### config.mk
export PLATFORM = sky130hd
export DESIGN_NAME = pipe_hazard_ctrl
export DESIGN_NICKNAME = d
export VERILOG_FILES = /design/src/rtl/pipe_hazard_ctrl.sv
export SDC_FILE = /design/constraint.sdc
export NUM_CORES = 1
export LEC_CHECK = 0
export BUFFER_PORTS_ARGS = -buffer_cell sky130_fd_sc_hd__buf_2
export CORE_UTILIZATION = 49
export DETAILED_ROUTE_END_ITERATION = 8
export PLACE_DENSITY = 0.92
export SLEW_MARGIN = 20
export SYNTH_ARGS = -nofsm -noshare
export SYNTH_HDL_FRONTEND = slang
export SYNTH_SLANG_ARGS = --single-unit
export TNS_END_PERCENT = 1
### constraint.sdc
create_clock -name CLK -period 4.3 [get_ports CLK]
set_input_delay 0 -clock CLK [delete_from_list [all_inputs] [get_ports CLK]]
set_output_delay 0 -clock CLK [all_outputs]
set_load 0.03 [all_outputs]
### src/rtl/pipe_hazard_ctrl.sv
// Hazard unit for a 5-stage pipeline: forwarding selects, load-use/branch stalls, memory-wait stalls.
// Latency: forwarding, stall and flush outputs are combinational (0 cycles); StallCycles/MemTimeout update on CLK.
// Backpressure: a pending data-memory access (MemReqM without MemReadyM) freezes F..M and bubbles W until ready.
// Optional feature: define HZ_MEM_TIMEOUT_EN to build the sticky memory-wait watchdog behind MemTimeout.
module pipe_hazard_ctrl #(
    parameter int MEM_TIMEOUT_CYC = 15
) (
    input  logic        CLK,
    input  logic        RST,
    input  logic [4:0]  RsD,
    input  logic [4:0]  RtD,
    input  logic [4:0]  RsE,
    input  logic [4:0]  RtE,
    input  logic [4:0]  WriteRegE,
    input  logic [4:0]  WriteRegM,
    input  logic [4:0]  WriteRegW,
    input  logic        RegWriteE,
    input  logic        RegWriteM,
    input  logic        RegWriteW,
    input  logic        MemToRegE,
    input  logic        MemToRegM,
    input  logic        BranchD,
    input  logic        BranchTakenD,
    input  logic        MemReqM,
    input  logic        MemReadyM,
    output logic [1:0]  ForwardAE,
    output logic [1:0]  ForwardBE,
    output logic        ForwardAD,
    output logic        ForwardBD,
    output logic        StallF,
    output logic        StallD,
    output logic        StallE,
    output logic        StallM,
    output logic        FlushD,
    output logic        FlushE,
    output logic        FlushW,
    output logic [15:0] StallCycles,
    output logic        MemTimeout
);

    typedef enum logic {
        RUN     = 1'b0,
        MEMWAIT = 1'b1
    } state_t;

    state_t state;
    state_t state_nxt;

    // Register 0 is hardwired to zero, so it never creates a dependency.
    logic wr_m_valid;
    logic wr_w_valid;
    logic wr_e_valid;
    logic lwstall;
    logic brstall;
    logic memstall;
    logic hzstall;

    // Out-of-range watchdog limits are rejected at elaboration time.
    if ((MEM_TIMEOUT_CYC < 1) || (MEM_TIMEOUT_CYC > 255)) begin : g_bad_mem_timeout_cyc
        $error("pipe_hazard_ctrl: MEM_TIMEOUT_CYC must be within 1..255");
    end

    assign wr_m_valid = RegWriteM & (WriteRegM != 5'd0);
    assign wr_w_valid = RegWriteW & (WriteRegW != 5'd0);
    assign wr_e_valid = RegWriteE & (WriteRegE != 5'd0);

    // Operand forwarding: the younger M-stage result takes precedence over W.
    always_comb begin
        ForwardAE = 2'b00;
        ForwardBE = 2'b00;
        ForwardAD = 1'b0;
        ForwardBD = 1'b0;

        if (wr_m_valid && (WriteRegM == RsE)) begin
            ForwardAE = 2'b10;
        end else if (wr_w_valid && (WriteRegW == RsE)) begin
            ForwardAE = 2'b01;
        end

        if (wr_m_valid && (WriteRegM == RtE)) begin
            ForwardBE = 2'b10;
        end else if (wr_w_valid && (WriteRegW == RtE)) begin
            ForwardBE = 2'b01;
        end

        ForwardAD = wr_m_valid && (WriteRegM == RsD);
        ForwardBD = wr_m_valid && (WriteRegM == RtD);
    end

    // Data hazards that forwarding cannot cover: load-use, and branch operands still in flight.
    always_comb begin
        lwstall = 1'b0;
        brstall = 1'b0;

        lwstall = MemToRegE && RegWriteE && (WriteRegE != 5'd0)
                  && ((WriteRegE == RsD) || (WriteRegE == RtD));

        brstall = BranchD
                  && ((wr_e_valid && ((WriteRegE == RsD) || (WriteRegE == RtD)))
                      || (MemToRegM && (WriteRegM != 5'd0)
                          && ((WriteRegM == RsD) || (WriteRegM == RtD))));
    end

    assign hzstall = lwstall | brstall;

    // Memory-wait state register; reset abandons any outstanding wait.
    always_ff @(posedge CLK or negedge RST) begin
        if (!RST) begin
            state <= RUN;
        end else begin
            state <= state_nxt;
        end
    end

    // Next state and stall/flush priority: memory wait, then data hazards, then taken-branch flush.
    always_comb begin
        state_nxt = state;
        memstall  = 1'b0;
        StallF    = 1'b0;
        StallD    = 1'b0;
        StallE    = 1'b0;
        StallM    = 1'b0;
        FlushD    = 1'b0;
        FlushE    = 1'b0;
        FlushW    = 1'b0;

        case (state)
            RUN: begin
                memstall = MemReqM && !MemReadyM;
                if (MemReqM && !MemReadyM) begin
                    state_nxt = MEMWAIT;
                end
            end
            MEMWAIT: begin
                // Release is combinational on MemReadyM so no extra bubble is added.
                memstall = !MemReadyM;
                if (MemReadyM) begin
                    state_nxt = RUN;
                end
            end
            default: begin
                state_nxt = RUN;
            end
        endcase

        if (memstall) begin
            // Whole front of the pipe freezes; W gets a bubble while M waits on memory.
            StallF = 1'b1;
            StallD = 1'b1;
            StallE = 1'b1;
            StallM = 1'b1;
            FlushW = 1'b1;
        end else if (hzstall) begin
            // Hold F/D and inject a bubble into E; the hazard is re-checked next cycle.
            StallF = 1'b1;
            StallD = 1'b1;
            FlushE = 1'b1;
        end else if (BranchTakenD) begin
            FlushD = 1'b1;
        end
    end

    // Saturating count of fetch-stall cycles.
    always_ff @(posedge CLK or negedge RST) begin
        if (!RST) begin
            StallCycles <= 16'd0;
        end else if (StallF && (StallCycles != 16'hFFFF)) begin
            StallCycles <= StallCycles + 16'd1;
        end
    end

`ifdef HZ_MEM_TIMEOUT_EN
    localparam logic [8:0] TMO_LIMIT = 9'(MEM_TIMEOUT_CYC);

    logic [7:0] tmo_cnt;
    logic [8:0] tmo_cnt_inc;

    assign tmo_cnt_inc = {1'b0, tmo_cnt} + 9'd1;

    // Watchdog: counts not-ready cycles of one memory wait; the flag stays set until reset.
    always_ff @(posedge CLK or negedge RST) begin
        if (!RST) begin
            tmo_cnt    <= 8'd0;
            MemTimeout <= 1'b0;
        end else begin
            if ((state == RUN) && (state_nxt == MEMWAIT)) begin
                tmo_cnt <= 8'd0;
            end else if ((state == MEMWAIT) && !MemReadyM) begin
                if (tmo_cnt != 8'hFF) begin
                    tmo_cnt <= tmo_cnt_inc[7:0];
                end
                if (tmo_cnt_inc >= TMO_LIMIT) begin
                    MemTimeout <= 1'b1;
                end
            end
        end
    end
`else
    assign MemTimeout = 1'b0;
`endif

endmodule

### After elaboration in Yosys (flattened, before gate mapping)

Index checks and enable logic that the tools add are counted.

* word-level logic and storage cells: 54
* output and inout port bits: 30
* flip-flop bits (word level): 17
* input bits: 46

* bitwise operators: 5
* mux-type cells: 15
* equality and inequality tests: 9
* reductions and logical operators: 22
* add/subtract/negate cells: 1

Operators with widths (number)
* $eq A5 B5 Y1: 8
* $add A16 B1 Y16 const B: 1
* $ne A16 B16 Y1 const B: 1
* $logic_and A1 B1 Y1: 15
* $reduce_bool A5 Y1: 3
* $mux W1: 11
* $mux W2: 2
* $pmux W1 S2: 2
* $and A1 B1 Y1: 3
* $logic_or A1 B1 Y1: 3
* $logic_not A1 Y1: 1
* $not A1 Y1: 1
* $or A1 B1 Y1: 1

### Logic depth before layout (Yosys ltp)

* depth in word-level cells: 9
* mapped depth: 9
* gate-level depth less buffers: 7

### Worst setup path after synthesis

No wires, ideal clock.

* path type: reg-to-reg
* start point: register StallCycles[4]
* end point: register StallCycles[8]
* period minus slack after synthesis: 2046 ps
* path buffers: 1
* path slack: 2254 ps
* stages on the path, launching flop included: 8
* arrival: 1908 ps
* library setup time: 138 ps
* required time: 4162 ps
* path through: dfrtp_1 and3_1 nand3_4 or2_1 nor3_4 buf_4 nor4_1 xor2_1

* longest elaborated chain between the ends: 2
* elaborated cells between the ends (all ways): 3
* those cells by class: add/sub (1); eq/ne (1); reduce/logical (1)

Ends and longest elaborated chain
* start, declared: RTL line 37 `output logic [15:0] StallCycles,`
* start signal, assigned: RTL line 168 `StallCycles <= StallCycles + 16'd1;`
* branches (longest 2 deep; another with $add A16 B1 Y16)

Several ways; the timed one is not identified.
A chain may end at the register's enable or synchronous reset.

### Worst setup path after layout

* start point: register StallCycles[4]
* end point: register StallCycles[1]

* longest elaborated chain between the ends: 2

Ends and longest elaborated chain
* $ne A16 B16 Y1: RTL line 167 `end else if (StallF && (StallCycles != 16'hFFFF)) begin`
* $logic_and A1 B1 Y1: RTL line 167

Every way passes these cells.

==> summary.md <==
| Metric | Value |
|---|---|
| Die Width | 56.9 um |
| Total CTS buffers | 3 |
| Via/cell ratio | 5.37 |
| Share of the synthesized area in the top cell type | 28.8% |
| Setup_tns | 0 ns |
| Finished Cell Area | 1840 um2 |
| Worst-path clk slew | 0.10 ns |
| Mapped Nets | 208 |
| Worst-path fanout max | 14 |
| Root buf cell | clkbuf_4 |
| Final Cycle Share | 53.3% |
| Worst path required time | 4.47 ns |
| Reg-to-Reg Start | StallCycles[4] |
| RSZ-0062 raised after global routing | false |
| Seq/Total Area, Yosys | 28.8% |
| Hold Path Stages | 3 |
| Gr usage total | 23.1% |
| Largest cells by area after synthesis | dfrtp_1 29%, xor2_1 23%, xnor2_1 9.5% |
| Diode count | 0 |
| Most common cell after layout, fill and taps aside | buf_2 |
| Status | finished with violations |
| Synth cell types | 34 |
| Reg2reg setup slack | 2.01 ns |
| FF-to-FF path depth | 6 |
| Hold Startpoint | MemReqM |
| # setup viols final | 0 |
| Die H | 56.9 um |
| Drt drc | 4 |
| Initial antenna violation count | 0 |
| DR vias | 1,401 |
| First-pass GRT wire length | 5.81 mm |
| Syn Inst Count | 161 |
| Drt total wl | 3.55 mm |
| Pwr dens | 344 nW/um2 |
| # rows | 19 |
| CTS tree | done |
| Slew @ Worst Pin | 1.10 ns |
| Die area | 3230 um2 |
| GP Congestion | 0.905 |
| Vias in the first global route | 1,326 |
| Num Clock Sinks | 17 |
| Starting Density | 52.6% |
| Area delta synth->final | 24.7% |
| CP arrival | 2.46 ns |
| Synthesized area | 1480 um2 |
| CP Capture Type | flop |
| Violated checks | DRC |
| Number of iterations in the first detailed-routing pass | 6 |
| FMAX | 0.436 GHz |
| Layout net count | 278 |
| Clock Skew | 0.00705 ns |
| Min-Delay Endpoint | state |
| Yosys top cell by area | dfrtp_1 |
| Core region area | 2810 um2 |
| Placed Cells | 255 |
| IO buf count | 74 |
| Reg2reg end | StallCycles[1] |
| Slew margin rel. | 26.5% |
| Max Cap Viol | 0 |
| Final Hold Vio Count | 0 |
| Hpwl dp | 2.94 mm |
| Min-delay worst type | in2reg |
| Grt ovf | 0 |
| Clock Latency Late Sink | 0.29 ns |
| Max Root-Sink Buffers | 2 |
| WHS | 0.0704 ns |
| PostCTS Resize Cnt | 0 |
| Final std cells w/o fill | 261 |
| Power Total | 632 uW |
| 1st-iter DRT viols | 57 |
| Final slew viol count | 0 |
| Htree depth | 1 |
| Leakage power total | 0.000920 uW |
| CP startpoint kind | flop |
| IR drop worst, VDD | 0.172 mV |
| ANT nets after route | 0 |
| Period minus WS final | 2.29 ns |
| Dpl cell area | 1790 um2 |
| Io pins | 76 |
| Wire per inst | 13.6 um |
| Largest net degree at the start of global routing | 18 |
| Layout cells sized above 1 | 37.8% |
| Synth warnings | 0 |
| Critical path class | reg2reg |
| Register bit count reported by yosys | 17 |
| Avg Cell Area, Syn | 9.16 um2 |
| Fillers | 234 |
| Most frequent cells in the layout | 74 x buf_2, 38 x xor2_1, 17 x dfrtp_1, 16 x xnor2_1, 12 x nand3_1 |
## per-stage QoR
stage,utilization [%],setup slack [ns]
after floorplan,-,2.25
after global placement,63.9,2.14
after detailed placement,63.9,2.07
after CTS,65.6,2.05
after global routing,65.6,1.86
final,65.6,2.01
## sequential cells by signal, summed over array words and instances, names as in the netlist
signal,count
state,1
StallCycles,16
## timing repair
action                    4_1_cts  5_1_grt
hold endpoints to repair       18        0
hold buffers                    2        0
buffers inserted                0        0
## report_power, final
group | switching (uW) | internal, uW
sequential | 53.5 | 199
clock | 48.5 | 34.5
combinational | 193 | 103
total | 295 | 337
## cells in the mapped netlist
cell	count
a211oi_2	1
nor3_2	1
nor3_1	11
or4_1	3
nor4b_1	1
mux2_2	1
xnor2_1	16
conb_1	1
o31ai_1	1
ha_1	1
nand3_2	1
nand4_1	2
nor4_4	1
nor3_4	1
a21oi_2	1
or3_1	1
and2_2	1
buf_6	4
nand3_1	12
a21oi_1	2
o21ai_0	2
nor4_1	8
inv_1	3
mux2_1	1
nand3_4	1
buf_4	5
nor2_1	10
dfrtp_1	17
buf_2	2
xor2_1	38
nand2_1	8
or2_1	1
nor3b_1	1
and3_1	1
## area by class of cell
class	count	area, um2	area share (%)
multi-input cells	130	946	51.4
flip-flops and latches	17	425	23.1
repair buffers	76	390	21.2
well taps	31	38.8	2.11
clock buffers	3	22.5	1.22
inverters	3	11.3	0.612
clock inverters	1	5.00	0.272
## critical path, cell delays in order, from the launching register on
cell and delay [ns]:
dfrtp_1 0.43, and3_1 0.27, nand3_4 0.12, or2_1 0.32
nor3_4 0.53, nor2_1 0.16, mux2_1 0.36
## metal layers
layer / wire, um / GRT usage [%] / vias up
met2: 1880 / 43.5 / 46
met4: 67 / 8.01 / 0
met5: 0 / 0 / -
met1: 1470 / 26.0 / 660
met3: 132 / 3.69 / 9
li1: - / - / 686
## worst max-delay path by stage
stage,start,end,slack [ns],cells after the start
after CTS,StallCycles[4],StallCycles[1],2.05,6
after global placement,StallCycles[4],StallCycles[1],2.14,6
after detailed placement,StallCycles[4],StallCycles[1],2.07,6
final,StallCycles[4],StallCycles[1],2.01,6
after global routing,StallCycles[0],StallCycles[1],1.86,6
after floorplan,StallCycles[4],StallCycles[8],2.25,7
## cells by family (layout without fill, tap and decap cells)
| logic type | after synthesis | count (layout) | synth area share [%] |
|---|---|---|---|
| compound gates | 7 | 7 | 3.31 |
| xor+xnor | 54 | 54 | 32.1 |
| fa+ha+maj | 1 | 1 | 0.848 |
| buf+inv | 14 | 83 | 7.04 |
| flops | 17 | 17 | 28.8 |
| mux | 2 | 2 | 1.53 |
| other cells | 1 | 1 | 0.254 |
| simple gates | 65 | 65 | 26.1 |
No activity file was read; power rests on OpenSTA's default activity.
